<file path="config.mk">
export PLATFORM = sky130hd
export DESIGN_NAME = scnn_sparse_compressor
export DESIGN_NICKNAME = d
export VERILOG_FILES = /design/src/rtl/scnn_pkg.sv /design/src/rtl/scnn_nz_slot_buf.sv /design/src/rtl/scnn_sparse_compressor.sv
export SDC_FILE = /design/constraint.sdc
export NUM_CORES = 1
export LEC_CHECK = 0
export ABC_AREA = 1
export CAP_MARGIN = 30
export CORE_MARGIN = 8
export CORE_UTILIZATION = 65
export CTS_CLUSTER_DIAMETER = 50
export DETAILED_ROUTE_END_ITERATION = 10
export DONT_BUFFER_PORTS = 1
export GPL_TIMING_DRIVEN = 1
export HOLD_SLACK_MARGIN = 0.12
export PLACE_DENSITY_LB_ADDON = 0.15
export SLEW_MARGIN = 5
export SYNTH_ARGS = -nofsm -noshare
export SYNTH_HDL_FRONTEND = slang
export SYNTH_SLANG_ARGS = --single-unit
</file>
<file path="constraint.sdc">
create_clock -name clk -period 40.9 [get_ports clk]
set_clock_uncertainty 0.05 [all_clocks]
set_input_delay 6.135 -clock clk [delete_from_list [all_inputs] [get_ports clk]]
set_output_delay 6.135 -clock clk [all_outputs]
set_load 0.01 [all_outputs]
</file>
<file path="src/rtl/scnn_pkg.sv">
// Shared types and defaults for the SCNN compressed-operand producer.
// Sub-modules take explicit width parameters; these are the defaults.
package scnn_pkg;

    localparam int DATA_W_DEF = 16;
    localparam int IDX_W_DEF  = 8;
    localparam int MAX_NZ_DEF = 16;

    localparam logic [IDX_W_DEF-1:0] IDX_PAD = '1;

    typedef enum logic [1:0] {
        IDLE,
        COLLECT,
        EMIT
    } state_t;

    typedef struct packed {
        logic [DATA_W_DEF-1:0] val;
        logic [IDX_W_DEF-1:0]  idx;
    } comp_slot_t;

endpackage

</file>
<file path="src/rtl/scnn_nz_slot_buf.sv">
// MAX_NZ-entry register file written by slot number.
// A synchronous clear returns every slot to value 0 / index all-ones.
module scnn_nz_slot_buf #(
    parameter int DATA_W = 16,
    parameter int IDX_W  = 8,
    parameter int MAX_NZ = 16
) (
    input  logic                     clk,
    input  logic                     rst,
    input  logic                     i_clear,
    input  logic                     i_wr_en,
    input  logic [IDX_W-1:0]         i_wr_sel,
    input  logic [DATA_W-1:0]        i_wr_val,
    input  logic [IDX_W-1:0]         i_wr_idx,
    output logic [MAX_NZ*DATA_W-1:0] o_vals,
    output logic [MAX_NZ*IDX_W-1:0]  o_idx
);

    generate
        for (genvar gi = 0; gi < MAX_NZ; gi++) begin : g_slot
            logic [DATA_W-1:0] r_val;
            logic [IDX_W-1:0]  r_idx;

            always_ff @(posedge clk or posedge rst) begin
                if (rst) begin
                    r_val <= '0;
                    r_idx <= '1;
                end else if (i_clear) begin
                    r_val <= '0;
                    r_idx <= '1;
                end else if (i_wr_en && (i_wr_sel == IDX_W'(gi))) begin
                    r_val <= i_wr_val;
                    r_idx <= i_wr_idx;
                end
            end

            assign o_vals[gi*DATA_W +: DATA_W] = r_val;
            assign o_idx[gi*IDX_W +: IDX_W]    = r_idx;
        end
    endgenerate

endmodule

</file>
<file path="src/rtl/scnn_sparse_compressor.sv">
// Scans a dense operand stream and hands out chunks of up to MAX_NZ
// non-zero values with their absolute dense positions.
module scnn_sparse_compressor
    import scnn_pkg::*;
#(
    parameter int DATA_W = DATA_W_DEF,
    parameter int IDX_W  = IDX_W_DEF,
    parameter int MAX_NZ = MAX_NZ_DEF
) (
    input  logic                     clk,
    input  logic                     rst,
    input  logic                     i_start,
    input  logic [IDX_W-1:0]         i_dense_len,
    input  logic                     i_in_valid,
    input  logic [DATA_W-1:0]        i_in_data,
    output logic                     o_in_ready,
    output logic [MAX_NZ*DATA_W-1:0] o_comp_vals,
    output logic [MAX_NZ*IDX_W-1:0]  o_comp_idx,
    output logic [IDX_W-1:0]         o_num_nz,
    output logic [IDX_W-1:0]         o_chunk_base,
    output logic                     o_out_valid,
    input  logic                     i_out_ready,
    output logic                     o_out_last,
    output logic                     o_busy
);

    state_t           r_state;
    state_t           w_state_next;
    logic [IDX_W-1:0] r_last_pos;
    logic [IDX_W-1:0] r_pos;
    logic [IDX_W-1:0] r_count;
    logic [IDX_W-1:0] r_chunk_base;
    logic             r_last;

    logic w_start;
    logic w_accept;
    logic w_nz;
    logic w_end;
    logic w_full;
    logic w_emit_hs;
    logic w_clear;

    assign w_start   = (r_state == IDLE) && i_start;
    assign w_accept  = (r_state == COLLECT) && i_in_valid;
    assign w_nz      = (i_in_data != '0);
    assign w_end     = (r_pos == r_last_pos);
    assign w_full    = w_nz && (r_count == IDX_W'(MAX_NZ - 1));
    assign w_emit_hs = (r_state == EMIT) && i_out_ready;
    assign w_clear   = w_start || (w_emit_hs && !r_last);

    always_comb begin
        w_state_next = r_state;
        case (r_state)
            IDLE:    if (i_start) w_state_next = COLLECT;
            COLLECT: if (w_accept && (w_end || w_full)) w_state_next = EMIT;
            EMIT:    if (i_out_ready) w_state_next = r_last ? IDLE : COLLECT;
            default: w_state_next = IDLE;
        endcase
    end

    // Storing len-1 makes a dense_len of 0 naturally mean 2**IDX_W elements.
    always_ff @(posedge clk or posedge rst) begin
        if (rst) begin
            r_state      <= IDLE;
            r_last_pos   <= '0;
            r_pos        <= '0;
            r_count      <= '0;
            r_chunk_base <= '0;
            r_last       <= 1'b0;
        end else begin
            r_state <= w_state_next;
            if (w_start) begin
                r_last_pos   <= i_dense_len - 1'b1;
                r_pos        <= '0;
                r_count      <= '0;
                r_chunk_base <= '0;
                r_last       <= 1'b0;
            end else if (w_accept) begin
                r_pos <= r_pos + 1'b1;
                if (w_nz)  r_count <= r_count + 1'b1;
                if (w_end) r_last  <= 1'b1;
            end else if (w_emit_hs && !r_last) begin
                r_count      <= '0;
                r_chunk_base <= r_pos;
            end
        end
    end

    scnn_nz_slot_buf #(
        .DATA_W (DATA_W),
        .IDX_W  (IDX_W),
        .MAX_NZ (MAX_NZ)
    ) u_slot_buf (
        .clk      (clk),
        .rst      (rst),
        .i_clear  (w_clear),
        .i_wr_en  (w_accept && w_nz),
        .i_wr_sel (r_count),
        .i_wr_val (i_in_data),
        .i_wr_idx (r_pos),
        .o_vals   (o_comp_vals),
        .o_idx    (o_comp_idx)
    );

    assign o_in_ready   = (r_state == COLLECT);
    assign o_out_valid  = (r_state == EMIT);
    assign o_out_last   = (r_state == EMIT) && r_last;
    assign o_busy       = (r_state != IDLE);
    assign o_num_nz     = r_count;
    assign o_chunk_base = r_chunk_base;

endmodule

</file>
[Word-level counts from Yosys, hierarchy flattened]
Cells that the tools add are included.
W data, S select, Z words.
Word-level totals
  flip-flop bits (word level): 419
Operators by class
  multiplexer cells: 81
  reductions and logical operators: 55
  add/sub/neg operators: 3
  eq/ne operators: 23
Operators with widths (number)
  $mux W16: 32
  $mux W8: 41
  $eq A8 B4 Y1 const B: 8
  $reduce_bool A2 Y1: 20
  $eq A8 B3 Y1 const B: 4
  $logic_and A1 B1 Y1: 24
  $add A8 B1 Y8 const B: 2
  $eq A8 B2 Y1 const B: 2
  $reduce_bool A16 Y1: 1
  $eq A8 B1 Y1 const B: 1
  $eq A8 B8 Y1: 1
  $logic_not A8 Y1: 1
  $sub A8 B1 Y8 const B: 1
  $mux W2: 3
  $pmux W2 S3: 1
  $reduce_and A2 Y1: 3
  $mux W1: 4
  $ne A2 B1 Y1 const B: 2
  $ne A2 B2 Y1 const B: 2
  $ne A3 B2 Y1 const B: 1
  $reduce_and A3 Y1: 1
  $reduce_bool A3 Y1: 1
  $eq A2 B1 Y1 const B: 1
  $eq A2 B2 Y1 const B: 1
  other kinds (3): 4

[Depth between registers and ports, before layout]
  depth in word-level cells: 6
  mapped depth: 12
  gate-level depth less buffers: 10

[By module]
Synthesis repeated with hierarchy kept, for this count alone.
Second synthesis, totals
  cells, all modules: 2065
  area, all modules: 18032.3 um2
By module, submodules not included
  scnn_nz_slot_buf: cells an instance 1784, area an instance 16006.6 um2, seq. area each 9769.4 um2, instances 1
  scnn_sparse_compressor: cells an instance 281, area an instance 2025.7 um2, seq. area each 875.8 um2, instances 1

[Least setup slack after synthesis]
Ideal clock, no wire load.
  path kind: input-to-reg
  start point: input port i_in_data[6]
  end point: register u_slot_buf.g_slot[0].r_val[11]
  cell stages on the path: 11
  path slack: 33.536 ns
  data required time: 40.733 ns
  arrival time: 7.197 ns
  cells stage by stage: nor2_1 -> nand2_1 -> nor2_1 -> nand2_2 -> nand2_2 -> inv_4 -> nand2_2 -> nand2_2 -> buf_4 -> nand2_1 -> nand2_1
On the way
  word-level cells in the longest chain between the ends: 4
RTL lines
  from (decl): line scnn_sparse_compressor.sv:15  | input logic [DATA_W-1:0] i_in_data,
  $reduce_bool A16 Y1: line scnn_sparse_compressor.sv:45  | assign w_nz = (i_in_data != '0);
  $logic_and A1 B1 Y1: line scnn_sparse_compressor.sv:97  | .i_wr_en (w_accept && w_nz),
  $logic_and A1 B1 Y1: line scnn_nz_slot_buf.sv:31  | end else if (i_wr_en && (i_wr_sel == IDX_W'(gi))) begin
  $reduce_bool A2 Y1 (no line)
  to (signal assigned): line scnn_nz_slot_buf.sv:32  | r_val <= i_wr_val;
  to (decl): line scnn_nz_slot_buf.sv:21  | logic [DATA_W-1:0] r_val;
No other way between the ends.
A chain may end at the register's enable or synchronous reset.

[Final worst setup path]
  start point: input port i_start
  end point: register u_slot_buf.g_slot[2].r_idx[7]
On the way
  word-level cells in the longest chain between the ends: 3
  elaborated cells between the ends (all ways): 4
  classes of those cells: mux (1); reduce/logical (3)
RTL lines
  from (decl): line scnn_sparse_compressor.sv:12  | input logic i_start,
  $logic_and A1 B1 Y1 *: line scnn_sparse_compressor.sv:43  | assign w_start = (r_state == IDLE) && i_start;
  $logic_or A1 B1 Y1 *: line scnn_sparse_compressor.sv:49  | assign w_clear = w_start || (w_emit_hs && !r_last);
  $mux W8 / $reduce_bool A2 Y1 (equally long branches)
  to (signal assigned): line scnn_nz_slot_buf.sv:33  | r_idx <= i_wr_idx;
  to (decl): line scnn_nz_slot_buf.sv:22  | logic [IDX_W-1:0] r_idx;
Mark *: on every way between the ends. The rest lies on a longest branch, timed or not.

==> results.py <==
metrics = {
    "critical_path": {
        "r2r_start": "r_state[1]",
        "required_ns": 41.31,
        "arrival_ns": 9.14,
        "critPathLaunchType": "input pin",
        "crit_type": "input pin to flop",
        "r2r_setup_slack_ns": 37.14,
        "rr_endpoint": "u_slot_buf.g_slot[2].r_idx[7]",
        "cp-end-kind": "flop",
        "r2r_cells": 8,
        "worstPathMaxFanout": 233,
    },
    "timing": {
        "setup_viol": 0,
        "worst_pin_slew_ns": 1.252,
        "setup_tns_ns": 0,
        "period_share": 0.2135,
        "setup_ws_ns": 32.17,
        "slew_headroom": 0.1655,
        "period_needed_ns": 8.732,
        "max_freq_mhz": 114.5,
        "rsz0062_at_grt": "no",
        "hold_viol": 0,
        "drv_slew": 0,
    },
    "job": {
        "max-cap-violations": 0,
    },
    "synthesis": {
        "yosys.cell_types.count": 33,
        "synth_top_area_frac": 0.4112,
        "syn_area_per_cell_um2": 8.938,
        "yosys_warnings": 0,
        "ys_ff_latch": 419,
        "syn_inst": 1981,
        "netlist_area_um2": 17710,
        "synth_top_area_cell": "dfrtp_1",
        "ys_seq_area_frac": 0.6012,
        "syn-num-nets": 2016,
        "synthTopCellsByArea": "dfrtp_1, dfstp_2, nand2_1",
    },
    "status": {
        "status": "finished, final reports clean",
    },
    "global_route": {
        "grt_overflow": 0,
        "antenna_found_initial": 0,
        "grtUsageTotal": 0.3487,
        "grt_start_max_net_pins": 234,
        "grt_pass1_vias": 13540,
        "grt_first_pass_wirelength_um": 87640,
    },
    "route": {
        "drt-total-wl_um": 58760,
        "wire_per_inst_um": 25.79,
        "vias_per_cell": 6.268,
        "drtPass1Iterations": 6,
        "drt_drc_violations_left": 0,
        "vias": 14280,
        "drtIter0Drc": 1624,
        "ant_nets": 0,
    },
    "clock_network": {
        "post_cts_resized": 0,
        "post_cts_buffers": 0,
        "cts_hold_buf": 0,
        "cts.sinks": 419,
        "clkLatencyLatePin_ns": 0.53,
        "clk_pin_slew_ns": 0.06,
        "cts_root_buffer": "clkbuf_16",
        "cts-htree-levels": 2,
        "tritoncts": "yes",
        "cts_made_buffers": 42,
        "cts_buffer_depth": 3,
    },
    "floorplanning": {
        "die_width_um": 181.1,
        "dieHeight_um": 181.1,
        "num_rows": 60,
        "die_area_um2": 32780,
        "start_util": 0.6588,
        "io-pin-count": 433,
        "core_area_um2": 26880,
    },
    "worst_hold_path": {
        "whs_endpoint": "u_slot_buf.g_slot[4].r_idx[1]",
        "min_from": "u_slot_buf.g_slot[4].r_idx[1]",
        "hp-class": "flop to flop",
        "hold_depth": 2,
    },
    "power_and_ir_drop": {
        "pwr-share-seq": 0.510,
        "clock_power_share": 0.231,
        "p_switching_mw": 0.7179,
        "finalPower_mw": 1.692,
        "comb_power_share": 0.259,
        "ir_worst_vdd_mv": 0.04641,
        "p_int_mw": 0.9743,
        "power.leakage_nw": 9.594,
        "p_sw_frac": 0.4242,
        "power.density_nw_per_um2": 89.22,
    },
    "placement": {
        "pre_cts_slack_ns": 31.60,
        "io_buffers": 0,
        "place_inst": 2200,
        "routabilityCongestion": 0.8796,
        "hpwl_um": 37770,
    },
    "finish": {
        "syn_to_final_growth_pct": 7.115,
        "antenna_cells": 0,
        "drive_above_1_share": 0.1466,
        "final_cell_count_no_fill": 2278,
        "nets": 1938,
    },
}
==> power by group through the flow <==
| stage | sequential [mW] | combinational [mW] | clock, mW |
|---|---|---|---|
| finish | 0.864 | 0.438 | 0.391 |
| detailed placement | 0.863 | 0.433 | 0 |
| global placement | 0.864 | 0.410 | 0 |
| floorplan | 0.780 | 0.342 | 0 |
| CTS | 0.861 | 0.434 | 0.393 |
| global route | 0.878 | 0.489 | 0.408 |
==> worst max-delay path by stage <==
stage                       start                         endpoint  slack (ns)
after global placement    i_start  u_slot_buf.g_slot[15].r_val[15]       31.65
after global routing      i_start   u_slot_buf.g_slot[15].r_val[0]       31.94
after CTS                 i_start   u_slot_buf.g_slot[15].r_val[0]       32.11
after floorplan               rst                  o_chunk_base[0]       23.26
final                     i_start    u_slot_buf.g_slot[2].r_idx[7]       32.17
after detailed placement  i_start  u_slot_buf.g_slot[15].r_val[12]       31.60
==> sequential cells by signal, summed over array words and instances (netlist names) <==
signal / cells
u_slot_buf.g_slot.r_val: 256
o_num_nz: 8
r_last: 1
r_last_pos: 8
r_pos: 8
r_state: 2
u_slot_buf.g_slot.r_idx: 128
o_chunk_base: 8
==> metrics by stage <==
stage / hold slack (ns) / utilization / instance area (µm²)
after CTS: 0.4667 / 0.7057 / 18970
final: 0.4638 / 0.7057 / 18970
after detailed placement: 0.4561 / 0.6528 / 17540
after global routing: 0.4778 / 0.7057 / 18970
after floorplan: 0.4232 / - / 17710
after global placement: 0.4520 / 0.6511 / 17500
==> layer usage <==
layer	global-route usage	wire length, µm	up-vias
met4	0.1594	2850	0
met3	0.1486	8345	174
li1	-	-	6198
met2	0.5389	26940	899
met1	0.4215	20630	7008
met5	0	0	-
==> worst max-delay path, stage by stage <==
cell	delay (ns)
nand2_2	0.34
nand2_4	0.21
clkinv_8	0.45
buf_12	0.60
nand2_2	0.65
nand2_1	0.23
nand2_1	0.07
==> area by class of cell <==
cell class | count | area, µm²
Sequential cell | 419 | 10650
Fill cell | 2022 | 7909
Multi-Input combinational cell | 1364 | 6062
Clock buffer | 65 | 1321
Tap cell | 341 | 426.7
Inverter | 62 | 257.7
Timing Repair Buffer | 14 | 152.6
Clock inverter | 13 | 101.3
==> cells by family (layout without fill, tap and decap cells) <==
logic type | Yosys count | after routing | share of synthesized area
compound gates | 88 | 88 | 0.02530
xor+xnor | 9 | 9 | 0.004452
fa+ha+maj | 6 | 6 | 0.004240
buf+inv | 198 | 154 | 0.05745
flops | 419 | 419 | 0.6012
simple gates | 1261 | 1261 | 0.3074
==> cells in the final DEF (no fill, tap or decap), drive strengths merged <==
| cell | synthesis | routed |
|---|---|---|
| clkinvlp | 0 | 3 |
| dfrtp | 291 | 291 |
| a22oi | 1 | 1 |
| clkbuf | 21 | 65 |
| bufinv | 0 | 1 |
| xor2 | 3 | 3 |
| or2 | 4 | 4 |
| dfstp | 128 | 128 |
| nor3 | 21 | 21 |
| inv | 62 | 62 |
| buf | 115 | 14 |
| a21oi | 5 | 5 |
| nand4 | 5 | 5 |
| o22ai | 1 | 1 |
| a31oi | 1 | 1 |
| xnor2 | 6 | 6 |
| o21ai | 79 | 79 |
| o31ai | 1 | 1 |
| nor2 | 58 | 58 |
| nand2 | 789 | 789 |
| nand3 | 384 | 384 |
| ha | 6 | 6 |
| clkinv | 0 | 9 |
==> cell usage after synthesis (all sizes together) <==
| library cell | number |
|---|---|
| a21oi | 5 |
| a22oi | 1 |
| a31oi | 1 |
| buf | 115 |
| clkbuf | 21 |
| dfrtp | 291 |
| dfstp | 128 |
| ha | 6 |
| inv | 62 |
| nand2 | 789 |
| nand3 | 384 |
| nand4 | 5 |
| nor2 | 58 |
| nor3 | 21 |
| o21ai | 79 |
| o22ai | 1 |
| o31ai | 1 |
| or2 | 4 |
| xnor2 | 6 |
| xor2 | 3 |
No activity file was read; power rests on OpenSTA's default activity.
